**config.mk**
```make
export PLATFORM = sky130hd
export DESIGN_NAME = dds_line
export DESIGN_NICKNAME = d
export VERILOG_FILES = /design/src/rtl/dds_pkg.sv /design/src/rtl/dds_line_interp.sv /design/src/rtl/dds_line.sv
export SDC_FILE = /design/constraint.sdc
export NUM_CORES = 1
export LEC_CHECK = 0
export ABC_AREA = 0
export CORE_MARGIN = 8
export CORE_UTILIZATION = 52
export DETAILED_ROUTE_END_ITERATION = 6
export GPL_TIMING_DRIVEN = 0
export MAX_ROUTING_LAYER = met4
export PLACE_DENSITY = 0.86
export SKIP_CTS_REPAIR_TIMING = 1
export SLEW_MARGIN = 15
export SYNTH_ARGS = -nofsm -noshare
export SYNTH_HDL_FRONTEND = slang
export SYNTH_HIERARCHICAL = 1
export SYNTH_SLANG_ARGS = --single-unit
export TNS_END_PERCENT = 1
```
**constraint.sdc**
```tcl
create_clock -name CLK -period 5.05 [get_ports CLK]
set_input_delay 1.01 -clock CLK [delete_from_list [all_inputs] [get_ports CLK]]
set_output_delay 1.01 -clock CLK [all_outputs]
set_load 0.01 [all_outputs]
```
**src/rtl/dds_pkg.sv**
```systemverilog
// Shared constants for the piecewise-linear DDS: bus widths, segment
// breakpoints and per-segment slopes of the quarter-wave line function.
package dds_pkg;
  localparam int PHASE_W = 8;
  localparam int DATA_W  = 8;

  localparam logic [6:0] Y0 = 7'd0;
  localparam logic [6:0] Y1 = 7'd49;
  localparam logic [6:0] Y2 = 7'd90;
  localparam logic [6:0] Y3 = 7'd117;
  localparam logic [6:0] Y4 = 7'd127;

  // Slopes are Y[k+1]-Y[k]; kept explicit so the multiplier stays 6x4 bits.
  localparam logic [5:0] D0 = 6'd49;
  localparam logic [5:0] D1 = 6'd41;
  localparam logic [5:0] D2 = 6'd27;
  localparam logic [5:0] D3 = 6'd10;
endpackage

```
**src/rtl/dds_line_interp.sv**
```systemverilog
// Combinational quarter-wave line function: 6-bit position in, 7-bit magnitude
// out. The x=64 end point is outside this range and is handled by the caller.
module dds_line_interp
  import dds_pkg::*;
(
  input  logic [5:0] x,
  output logic [6:0] mag
);

  logic [6:0] base;
  logic [5:0] slope;

  always_comb begin
    base  = Y0;
    slope = D0;
    case (x[5:4])
      2'd0: begin base = Y0; slope = D0; end
      2'd1: begin base = Y1; slope = D1; end
      2'd2: begin base = Y2; slope = D2; end
      2'd3: begin base = Y3; slope = D3; end
      default: begin base = Y0; slope = D0; end
    endcase
  end

  // Largest product is 49*15=735; after the shift the sum never exceeds 126.
  assign mag = base + 7'(({4'b0, slope} * {6'b0, x[3:0]}) >> 4);

endmodule

```
**src/rtl/dds_line.sv**
```systemverilog
// Direct digital synthesiser: phase accumulator plus interpolated sine output
// registered one cycle after the phase, with a one-cycle pulse on each wrap.
module dds_line #(
  parameter int PHASE_W      = dds_pkg::PHASE_W,
  parameter int DATA_W       = dds_pkg::DATA_W,
  parameter int DEFAULT_STEP = 1
) (
  input  logic                     CLK,
  input  logic                     RESET,
  input  logic                     SET,
  input  logic [PHASE_W-1:0]       step_in,
  output logic signed [DATA_W-1:0] value,
  output logic                     zero_address
);

  logic [PHASE_W-1:0] step_reg;
  logic [PHASE_W-1:0] phase;
  logic [PHASE_W:0]   sum;
  logic [1:0]         quad;
  logic [5:0]         q;
  logic [5:0]         x;
  logic [6:0]         mag;
  logic [6:0]         mag_sel;
  logic [DATA_W-1:0]  sample;

  assign sum  = {1'b0, phase} + {1'b0, step_reg};
  assign quad = phase[PHASE_W-1:PHASE_W-2];
  assign q    = phase[5:0];

  // Odd quadrants run the line backwards; 64-q in 6 bits is just -q.
  assign x = quad[0] ? (6'd0 - q) : q;

  dds_line_interp u_interp (
    .x   (x),
    .mag (mag)
  );

  assign mag_sel = (quad[0] && (q == 6'd0)) ? dds_pkg::Y4 : mag;
  assign sample  = quad[1] ? (DATA_W'(0) - DATA_W'(mag_sel)) : DATA_W'(mag_sel);

  always_ff @(posedge CLK or negedge RESET) begin
    if (!RESET) begin
      step_reg     <= PHASE_W'(DEFAULT_STEP);
      phase        <= '0;
      value        <= '0;
      zero_address <= 1'b0;
    end else begin
      value <= sample;
      if (SET) begin
        step_reg     <= step_in;
        phase        <= '0;
        zero_address <= 1'b0;
      end else begin
        phase        <= sum[PHASE_W-1:0];
        zero_address <= sum[PHASE_W];
      end
    end
  end

endmodule

```
==> impl_metrics.py <==
metrics = {
    "run_status": {
        "violations": "negative setup slack",
        "outcome": "complete, but fails checks",
    },
    "job": {
        "maxCapViolCount": 0,
    },
    "global_route": {
        "antenna_found_initial": 0,
        "grt_pass1_vias": 1786,
        "grt_max_degree": 26,
        "track_usage": 0.154,
        "grt_pass1_wl_um": 7910,
        "gr-total-overflow": 0,
    },
    "finish": {
        "diodes": 0,
        "final_util": 0.719,
        "drive_gt1_frac": 0.328,
        "nFillCells": 284,
        "finalNetCount": 320,
        "layout_common_cells": "27 x buf_4, 23 x ha_1, 21 x dfrtp_1",
        "layout_commonest_cell": "buf_4",
        "area_growth_pct": 32.4,
    },
    "worst_setup_path": {
        "worstPathRequired_ps": 5210,
        "reg2reg_depth": 20,
        "endpoint_kind": "flip-flop",
        "r2r-start": "phase[1]$_DFF_PN0_",
        "critical_path_arrival_ps": 5610,
        "startpoint": "phase[1]$_DFF_PN0_",
        "reg2reg_slack_ps": -400,
        "criticalPathCategory": "flip-flop to flip-flop",
        "reg2reg_to": "value[7]$_DFF_PN0_",
        "startpoint_type": "flip-flop",
        "cp_max_fo": 7,
        "cp-endpoint": "value[7]$_DFF_PN0_",
    },
    "sta": {
        "final-hold-violation-count": 0,
        "max_slew.worst_pin.slew_ps": 622,
        "rsz0062_at_grt": "yes",
        "setup_slack_ps": -399,
        "relSlewSlack": 0.581,
        "period_share": 1.08,
        "max_freq_mhz": 184,
        "setup_viol": 5,
        "slew_violations": 0,
        "period_needed_ps": 5450,
        "skew_ps": 10.7,
    },
    "die": {
        "io_pins": 20,
        "die-area_um2": 6540,
        "die_h_um": 80.9,
        "die_x_um": 80.9,
        "initial_core_util": 0.543,
        "row_count": 23,
        "fp.coreArea_um2": 4030,
    },
    "drt": {
        "via_per_inst": 5.68,
        "drt_iter0_drc": 91,
        "via_count": 1841,
        "wl_per_cell_um": 16.7,
        "drt-total-wl_um": 5400,
        "drc": 0,
        "drt_first_pass_iters": 4,
        "antenna_left": 0,
    },
    "yosys": {
        "yosysUniqueCellTypes": 48,
        "synth-seq-cells": 25,
        "syn_inst": 225,
        "yosys_warnings": 6,
        "synth.avg_cell_area_um2": 9.73,
        "syn_area_um2": 2190,
        "syn-num-nets": 270,
        "ys_seq_area_frac": 0.286,
    },
    "cts": {
        "cts_buffers": 3,
        "cts_sinks": 25,
        "cts-root-buf": "clkbuf_8",
        "cts_max_path_buffers": 2,
        "clkLatencyLatePin_ps": 280,
        "htreeDepth": 1,
        "cts.clk_slew.worst_paths_ps": 100,
        "cts_tree": "done",
    },
    "placed_design": {
        "place_congestion": 0.793,
        "hpwl_um": 3490,
        "pre_cts_slack_ps": -430,
        "port_buffers": 18,
    },
    "hold_path": {
        "hold_depth": 1,
        "min_path_type": "flip-flop to flip-flop",
    },
}
## layout make-up
| class | count | area [µm²] | share of cell area |
|---|---|---|---|
| clock inverter | 1 | 7.51 | 0.00259 |
| clock buffer | 3 | 41.3 | 0.0142 |
| multi-input combinational | 180 | 1690 | 0.582 |
| buffer | 6 | 37.5 | 0.0130 |
| timing repair buffer | 45 | 378 | 0.130 |
| sequential | 25 | 631 | 0.218 |
| inverter | 14 | 52.6 | 0.0181 |
| tap | 50 | 62.6 | 0.0216 |
## layer usage
metal / global-route usage / wire (µm) / vias to the layer above / part of all wire
li1: - / - / 888 / -
met5: - / 0 / - / 0
met3: 0.0210 / 218 / 12 / 0.040
met4: 0.0321 / 121 / 0 / 0.022
met2: 0.276 / 2900 / 48 / 0.54
met1: 0.178 / 2160 / 893 / 0.40
## kinds of logic (layout without fill, tap and decap cells)
| kind of cell | Yosys count | after routing | synth area share |
|---|---|---|---|
| adder cells (fa/ha/maj) | 35 | 35 | 0.220 |
| buffers and inverters | 20 | 69 | 0.0343 |
| XOR/XNOR | 17 | 17 | 0.0743 |
| AND/OR/NAND/NOR | 82 | 82 | 0.217 |
| multiplexers | 9 | 9 | 0.0463 |
| flip-flops | 25 | 25 | 0.286 |
| AO/OA/AOI/OAI | 37 | 37 | 0.121 |
## cells in the mapped netlist, drive strengths merged
library cell  instances  area (µm²)
and3                  1        6.26
a21oi                 9        48.8
buf                   1        3.75
o311ai                5        43.8
or2b                  1        8.76
nand2b                3        18.8
or3                   3        18.8
ha                   28         350
o21ai                 8        40.0
fa                    6         120
or3b                  2        20.0
o211ai                2        20.0
nor4                  2        12.5
nor2b                12        75.1
nand4b                2        23.8
o41ai                 1        16.3
and2b                 1        8.76
clkbuf                5        18.8
mux2                  9         101
a21o                  2        16.3
a211o                 1        8.76
o31ai                 4        30.0
or2                   6        37.5
nor4b                 1        23.8
nand3                 5        25.0
nor3b                 2        15.0
o41a                  1        11.3
xor2                  6        52.6
nand2                14        52.6
maj3                  1        11.3
dfstp                 1        26.3
o21bai                2        15.0
nor3                  6        30.0
dfrtp                24         601
and2                  7        43.8
inv                  14        52.6
o21a                  2        15.0
xnor2                10        87.6
nor2                 14        55.1
xnor3                 1        22.5
## worst min-delay path by stage
stage	from	endpoint	slack, ps
after CTS	step_reg[4]$_DFFE_PN0P_	step_reg[4]$_DFFE_PN0P_	530
after detailed placement	step_reg[4]$_DFFE_PN0P_	step_reg[4]$_DFFE_PN0P_	510
final	step_reg[4]$_DFFE_PN0P_	step_reg[4]$_DFFE_PN0P_	520
after global routing	step_reg[3]$_DFFE_PN0P_	step_reg[3]$_DFFE_PN0P_	540
after global placement	step_reg[4]$_DFFE_PN0P_	step_reg[4]$_DFFE_PN0P_	500
after floorplan	step_reg[2]$_DFFE_PN0P_	step_reg[2]$_DFFE_PN0P_	490
## metrics by stage
stage               hold slack (ps)  cell area (µm²)  cells  TNS, ps
finish                          524             2900    324    -1420
global route                    542             2900    324    -2280
CTS                             526             2560    297    -1430
detailed placement              505             2510    293    -1280
global placement                500             2510    293     -973
floorplan                       487             2270    225    -5.16
## worst max-delay path, cell delays in order, from the launching register on
cell      delay (ps)
dfrtp_2          440
inv_2             80
ha_4             130
or3b_4           380
nand2_2           90
xnor2_2           90
buf_6            150
or2_4            270
and2_1           170
ha_1             320
fa_1             500
ha_4             320
nand4b_1         150
o21a_1           260
xnor2_1          140
ha_1             370
a21o_4           260
a21oi_4          170
xnor3_1          290
or3_4            440
o41a_1           320
Power is left out: the tool's default activity adds up to more than one toggle a clock period on the data nets, which glitch-free logic cannot reach.
